File: src/rtl/ex_muldiv_unit.sv
// rtl/ex_muldiv_unit.sv - iterative shift-add multiply / restoring divide unit for the EX stage
module ex_muldiv_unit #(
    parameter int WIDTH = 32
) (
    input  logic             CLOCK,
    input  logic             RESET_N,
    input  logic             start,
    input  logic [1:0]       op,
    input  logic [WIDTH-1:0] data_1,
    input  logic [WIDTH-1:0] data_2,
    input  logic [4:0]       RD,
    output logic             busy,
    output logic             done,
    output logic [WIDTH-1:0] hi,
    output logic [WIDTH-1:0] lo,
    output logic [4:0]       rd_out
);
    localparam int CW = (WIDTH > 1) ? $clog2(WIDTH) : 1;

    typedef enum logic [1:0] {S_IDLE, S_RUN, S_FIX, S_DONE} state_t;

    state_t             state_q, state_d;
    logic [CW-1:0]      cnt_q, cnt_d;
    logic [1:0]         op_q, op_d;
    logic [4:0]         rd_q, rd_d;
    logic [2*WIDTH-1:0] acc_q, acc_d;
    logic [WIDTH-1:0]   opb_q, opb_d;
    logic               sign1_q, sign1_d, sign2_q, sign2_d;
    logic [WIDTH-1:0]   hi_q, hi_d, lo_q, lo_d;
    logic [4:0]         rd_out_q, rd_out_d;

    logic [WIDTH-1:0]   mag1, mag2;
    logic [WIDTH:0]     mul_sum;
    logic [2*WIDTH-1:0] mul_next;
    logic [WIDTH:0]     div_shift, div_trial;
    logic [2*WIDTH-1:0] div_next;
    logic [2*WIDTH-1:0] prod_fix;
    logic [WIDTH-1:0]   quo_fix, rem_fix;

    // op[0] selects signed; op[1] selects divide
    assign mag1 = (op[0] && data_1[WIDTH-1]) ? -data_1 : data_1;
    assign mag2 = (op[0] && data_2[WIDTH-1]) ? -data_2 : data_2;

    assign mul_sum  = {1'b0, acc_q[2*WIDTH-1:WIDTH]} + (acc_q[0] ? {1'b0, opb_q} : '0);
    assign mul_next = {mul_sum, acc_q[WIDTH-1:1]};

    // acc holds {partial remainder, dividend/quotient}; the dropped shift MSB can only be set when the trial succeeds
    assign div_shift = {acc_q[2*WIDTH-1:WIDTH], acc_q[WIDTH-1]};
    assign div_trial = div_shift - {1'b0, opb_q};
    assign div_next  = div_trial[WIDTH]
                     ? {div_shift[WIDTH-1:0], acc_q[WIDTH-2:0], 1'b0}
                     : {div_trial[WIDTH-1:0], acc_q[WIDTH-2:0], 1'b1};

    assign prod_fix = (op_q[0] && (sign1_q ^ sign2_q)) ? -acc_q : acc_q;
    assign quo_fix  = (op_q[0] && (sign1_q ^ sign2_q)) ? -acc_q[WIDTH-1:0] : acc_q[WIDTH-1:0];
    assign rem_fix  = (op_q[0] && sign1_q) ? -acc_q[2*WIDTH-1:WIDTH] : acc_q[2*WIDTH-1:WIDTH];

    always_comb begin
        state_d  = state_q;
        cnt_d    = cnt_q;
        op_d     = op_q;
        rd_d     = rd_q;
        acc_d    = acc_q;
        opb_d    = opb_q;
        sign1_d  = sign1_q;
        sign2_d  = sign2_q;
        hi_d     = hi_q;
        lo_d     = lo_q;
        rd_out_d = rd_out_q;
        case (state_q)
            S_IDLE, S_DONE: begin
                if (start) begin
                    state_d = S_RUN;
                    cnt_d   = CW'(WIDTH - 1);
                    op_d    = op;
                    rd_d    = RD;
                    sign1_d = op[0] & data_1[WIDTH-1];
                    sign2_d = op[0] & data_2[WIDTH-1];
                    if (op[1]) begin
                        acc_d = {{WIDTH{1'b0}}, mag1};
                        opb_d = mag2;
                    end else begin
                        acc_d = {{WIDTH{1'b0}}, mag2};
                        opb_d = mag1;
                    end
                end else begin
                    state_d = S_IDLE;
                end
            end
            S_RUN: begin
                acc_d = op_q[1] ? div_next : mul_next;
                cnt_d = cnt_q - 1'b1;
                if (cnt_q == '0) begin
                    state_d = S_FIX;
                end
            end
            S_FIX: begin
                state_d  = S_DONE;
                rd_out_d = rd_q;
                if (op_q[1]) begin
                    hi_d = rem_fix;
                    lo_d = (opb_q == '0) ? '1 : quo_fix;
                end else begin
                    {hi_d, lo_d} = prod_fix;
                end
            end
            default: state_d = S_IDLE;
        endcase
    end

    always_ff @(posedge CLOCK or negedge RESET_N) begin
        if (!RESET_N) begin
            state_q  <= S_IDLE;
            cnt_q    <= '0;
            op_q     <= '0;
            rd_q     <= '0;
            acc_q    <= '0;
            opb_q    <= '0;
            sign1_q  <= 1'b0;
            sign2_q  <= 1'b0;
            hi_q     <= '0;
            lo_q     <= '0;
            rd_out_q <= '0;
        end else begin
            state_q  <= state_d;
            cnt_q    <= cnt_d;
            op_q     <= op_d;
            rd_q     <= rd_d;
            acc_q    <= acc_d;
            opb_q    <= opb_d;
            sign1_q  <= sign1_d;
            sign2_q  <= sign2_d;
            hi_q     <= hi_d;
            lo_q     <= lo_d;
            rd_out_q <= rd_out_d;
        end
    end

    assign busy   = (state_q == S_RUN) || (state_q == S_FIX);
    assign done   = (state_q == S_DONE);
    assign hi     = hi_q;
    assign lo     = lo_q;
    assign rd_out = rd_out_q;
endmodule

File: config.mk
export PLATFORM = sky130hd
export DESIGN_NAME = ex_muldiv_unit
export DESIGN_NICKNAME = d
export VERILOG_FILES = /design/src/rtl/ex_muldiv_unit.sv
export SDC_FILE = /design/constraint.sdc
export NUM_CORES = 1
export LEC_CHECK = 0
export ABC_AREA = 1
export BUFFER_PORTS_ARGS = -buffer_cell sky130_fd_sc_hd__buf_4
export CAP_MARGIN = 10
export CORE_MARGIN = 5
export CORE_UTILIZATION = 40
export CTS_CLUSTER_DIAMETER = 120
export DETAILED_ROUTE_END_ITERATION = 8
export PLACE_DENSITY = 0.67
export SYNTH_ARGS = -nofsm -noshare
export SYNTH_HDL_FRONTEND = slang
export SYNTH_SLANG_ARGS = --single-unit
File: constraint.sdc
create_clock -name CLOCK -period 2.85 [get_ports CLOCK]
set_input_delay 0.4275 -clock CLOCK [delete_from_list [all_inputs] [get_ports CLOCK]]
set_output_delay 0.4275 -clock CLOCK [all_outputs]
set_load 0.005 [all_outputs]
==> flow_metrics.tcl <==
set metrics [dict create \
    synth-edff-count 0 \
    cpMostUsedCell "nand2_2" \
    sequential_cell_area_um2 4530 \
    drcViolationCount 0 \
    worst_ir_drop_vdd_mv 0.536 \
    outcome "finished clean" \
    clock_tree_from_tritoncts "done" \
    combined_area_of_the_multi_input_logic_cells_um2 11400 \
    cp_data_arrival_time_ns 3.02 \
    worst-slew-pin-transition_ns 1.00 \
    clock_root_buffer_master "clkbuf_16" \
    power.share.sequential_pct 20.8 \
    io_pins 145 \
    drt-wirelength-per-cell_um 19.0 \
    max_freq_mhz 374 \
    worst-setup-path-type "reg2reg" \
    relSlewSlack_pct 33.1 \
    leakagePower_nw 11.3 \
    grt_antenna_before_repair 0 \
    combPwrFrac_pct 68.3 \
    layout_cell_share_with_drive_strength_beyond_1_pct 10.6 \
    critPathCaptureType "register" \
    critical-path-max-stage-delay_ns 0.47 \
    worstPathMaxFanout 14 \
    critPathLaunchType "register" \
    cp_cell_sequence "inv_1 -> ha_1 -> nand2_2 -> nor2_2 -> inv_2 -> nor3_2 -> and2_1 -> nand2_2 -> nand3_1 -> nand2_4 -> buf_4 -> nand2_2 -> nand3_1 -> nand2_1 -> nand2_1" \
    initial_utilization_pct 40.5 \
    cell_area_power_density_nw_per_um2 1090 \
    cts.path.max_buffers 2 \
    fp.dieArea_um2 49300 \
    total_power_w 0.0229 \
    first_global_vias 19300 \
    fill_cells 4892 \
    antenna-diode-count 0 \
    avg_synthesized_cell_area_um2 5.83 \
    totalWireLength_um 73100 \
    syn-instance-count 3080 \
    yosys.area.top_type "dfrtp_1" \
    drt-vias-per-instance 5.40 \
    flow.area_growth_from_synthesis_pct 16.3 \
    grt_pass1_wl_um 113000 \
    layout_min_cycle_time_ns 2.67 \
    clkTransAtPathRegs_ns 0.08 \
    post_synth_num_cell_types 49 \
    port_buffers 144 \
    final-max-slew-violation-count 0 \
    layout_commonest_cell "nand2_1" \
    synth-async-reset-ratio_pct 100 \
    drt_iter0_drc 2294 \
    drtAntennaViolNets 0 \
    via_count 20800 \
    unrepaired_setup_endpoints_after_global_routing "true" \
    final-setup-viol-count 0 \
    clock_skew_ns 0.0135 \
    h-tree-depth 4 \
    internal_power_consumption_w 0.0103 \
    postSynth.topFlopCell "dfrtp_1" \
    gr-usage-all-layers_pct 28.8 \
    critical-path-slowest-cell "dfrtp_1" \
    timing_hold_violations_final 0 \
    clk_latency_ns 0.46 \
    power.net_switching_w 0.0126 \
    final_estimated_routing_congestion_in_global_placement 1.03 \
    grt_max_degree 71 \
    synth_area_leaders "dfrtp_1 (25%), nand2_1 (22%), inv_1 (9.0%), nand3_1 (8.5%), nor2_1 (6.5%)" \
    clkSinkCount 181 \
    post_route_core_utilization_pct 47.2 \
    die_w_um 222 \
    cts_made_buffers 17 \
    synthDominantCellAreaShare_pct 25.2 \
    layout.cells.most_common_list "nand2_1 (1,050), inv_1 (429), nor2_1 (308)" \
    preCtsSetupSlack_ns 0.129 \
    netSwitchingFraction_pct 54.9 \
    core-area_um2 44300 \
    mappedNetlistNets 3229 \
    min_period_over_period_pct 93.7 \
    worst_hold_path_type "in2reg" \
    ys.warnings.count 0 \
    die_height_um 222 \
    drv_cap 0 \
    postLayoutSetupSlackWorst_ns 0.178 \
    drt_pre_antenna_iters 7 \
    grt-ovfl-total 0 \
    required_ns 3.19 \
    num_rows 77 \
    timing.setup.tns_ns 0 \
    mapped_area_um2 18000 \
    synth.ff_latch_count 181 \
    detailed_place_hpwl_um 60000 \
    synth.yosys.seq_area_share_pct 25.2 \
    finish.net_count 3403 \
    clkPwrFrac_pct 10.9 \
]
worst paths after layout:
path | from | to | slack [ns] | cells after the start
max | opb_q[25] | acc_q[50] | 0.18 | 15
min | RD[0] | rd_q[0] | 0.17 | 3
max reg2reg | opb_q[25] | acc_q[50] | 0.18 | 15
min reg2reg | rd_out[3] | rd_out[3] | 0.47 | 2
max in group asynchronous | RESET_N | lo[24] | 1.64 | 3
min in group asynchronous | RESET_N | acc_q[62] | 0.44 | 2
power groups by stage:
stage | combinational, W | sequential [W] | clock, W
finish | 0.0156 | 0.00476 | 0.00249
global route | 0.0172 | 0.00488 | 0.00261
CTS | 0.0152 | 0.00472 | 0.00250
detailed placement | 0.0151 | 0.00476 | 0
global placement | 0.0152 | 0.00473 | 0
floorplan | 0.00983 | 0.00451 | 0
state kept, by name, indices dropped and copies added (netlist names):
signal	cells
acc_q	64
cnt_q	5
hi	32
lo	32
op_q	2
opb_q	32
rd_out	5
rd_q	5
sign1_q	1
sign2_q	1
state_q	2
final cells by class:
class	instances	share of cell area, %
Inverter	438	7.86
Clock inverter	12	0.688
Multi-Input combinational cell	2365	54.7
Clock buffer	19	2.12
Timing Repair Buffer	251	9.43
Sequential cell	181	21.7
Tap cell	592	3.54
routing by layer:
metal | routed length, um | up-vias | global-route usage, %
met1 | 33100 | 9546 | 42.5
met4 | 1860 | 0 | 7.44
met3 | 6580 | 93 | 4.66
li1 | - | 10200 | -
met5 | 0 | - | 0
met2 | 31600 | 1017 | 43.9
Yosys cell counts, drive strengths merged (33+ instances only):
cell and number:
a21oi 149, buf 37, clkbuf 59, dfrtp 181, ha 73, inv 437
nand2 1065, nand3 305, nand4 48, nor2 322, nor3 33, o21ai 155
xor2 55
cell families after synthesis:
logic type,synth area share [%]
and+or+nand+nor,42.2
buffers and inverters,11.4
AOI/OAI and AO/OA,12.6
DFF,25.2
adders and majority gates,5.31
xor gates and xnor gates,3.31
timing repair:
action                     in CTS  in global routing
setup endpoints to repair       0                 34
gates resized for setup         0                 12
setup buffers                   0                  3
hold endpoints to repair       35                  0
hold buffers                    1                  0
metrics by stage:
step                      hold slack [ns]  std cells  cell area, um^2
final                               0.171       3858            20900
after global routing                0.185       3858            20900
after CTS                           0.166       3855            20800
after detailed placement            0.390       3823            20200
after global placement              0.385       3823            20200
after floorplan                     0.132       3080            18000
worst max-delay path, delay by kind of cell (launching register included):
family,cells,cell delay (ns)
adders and majority gates,1,0.41
buffers and inverters,3,0.41
and+or+nand+nor,11,1.27
DFF,1,0.47
Power figures use the tool's default switching activity.
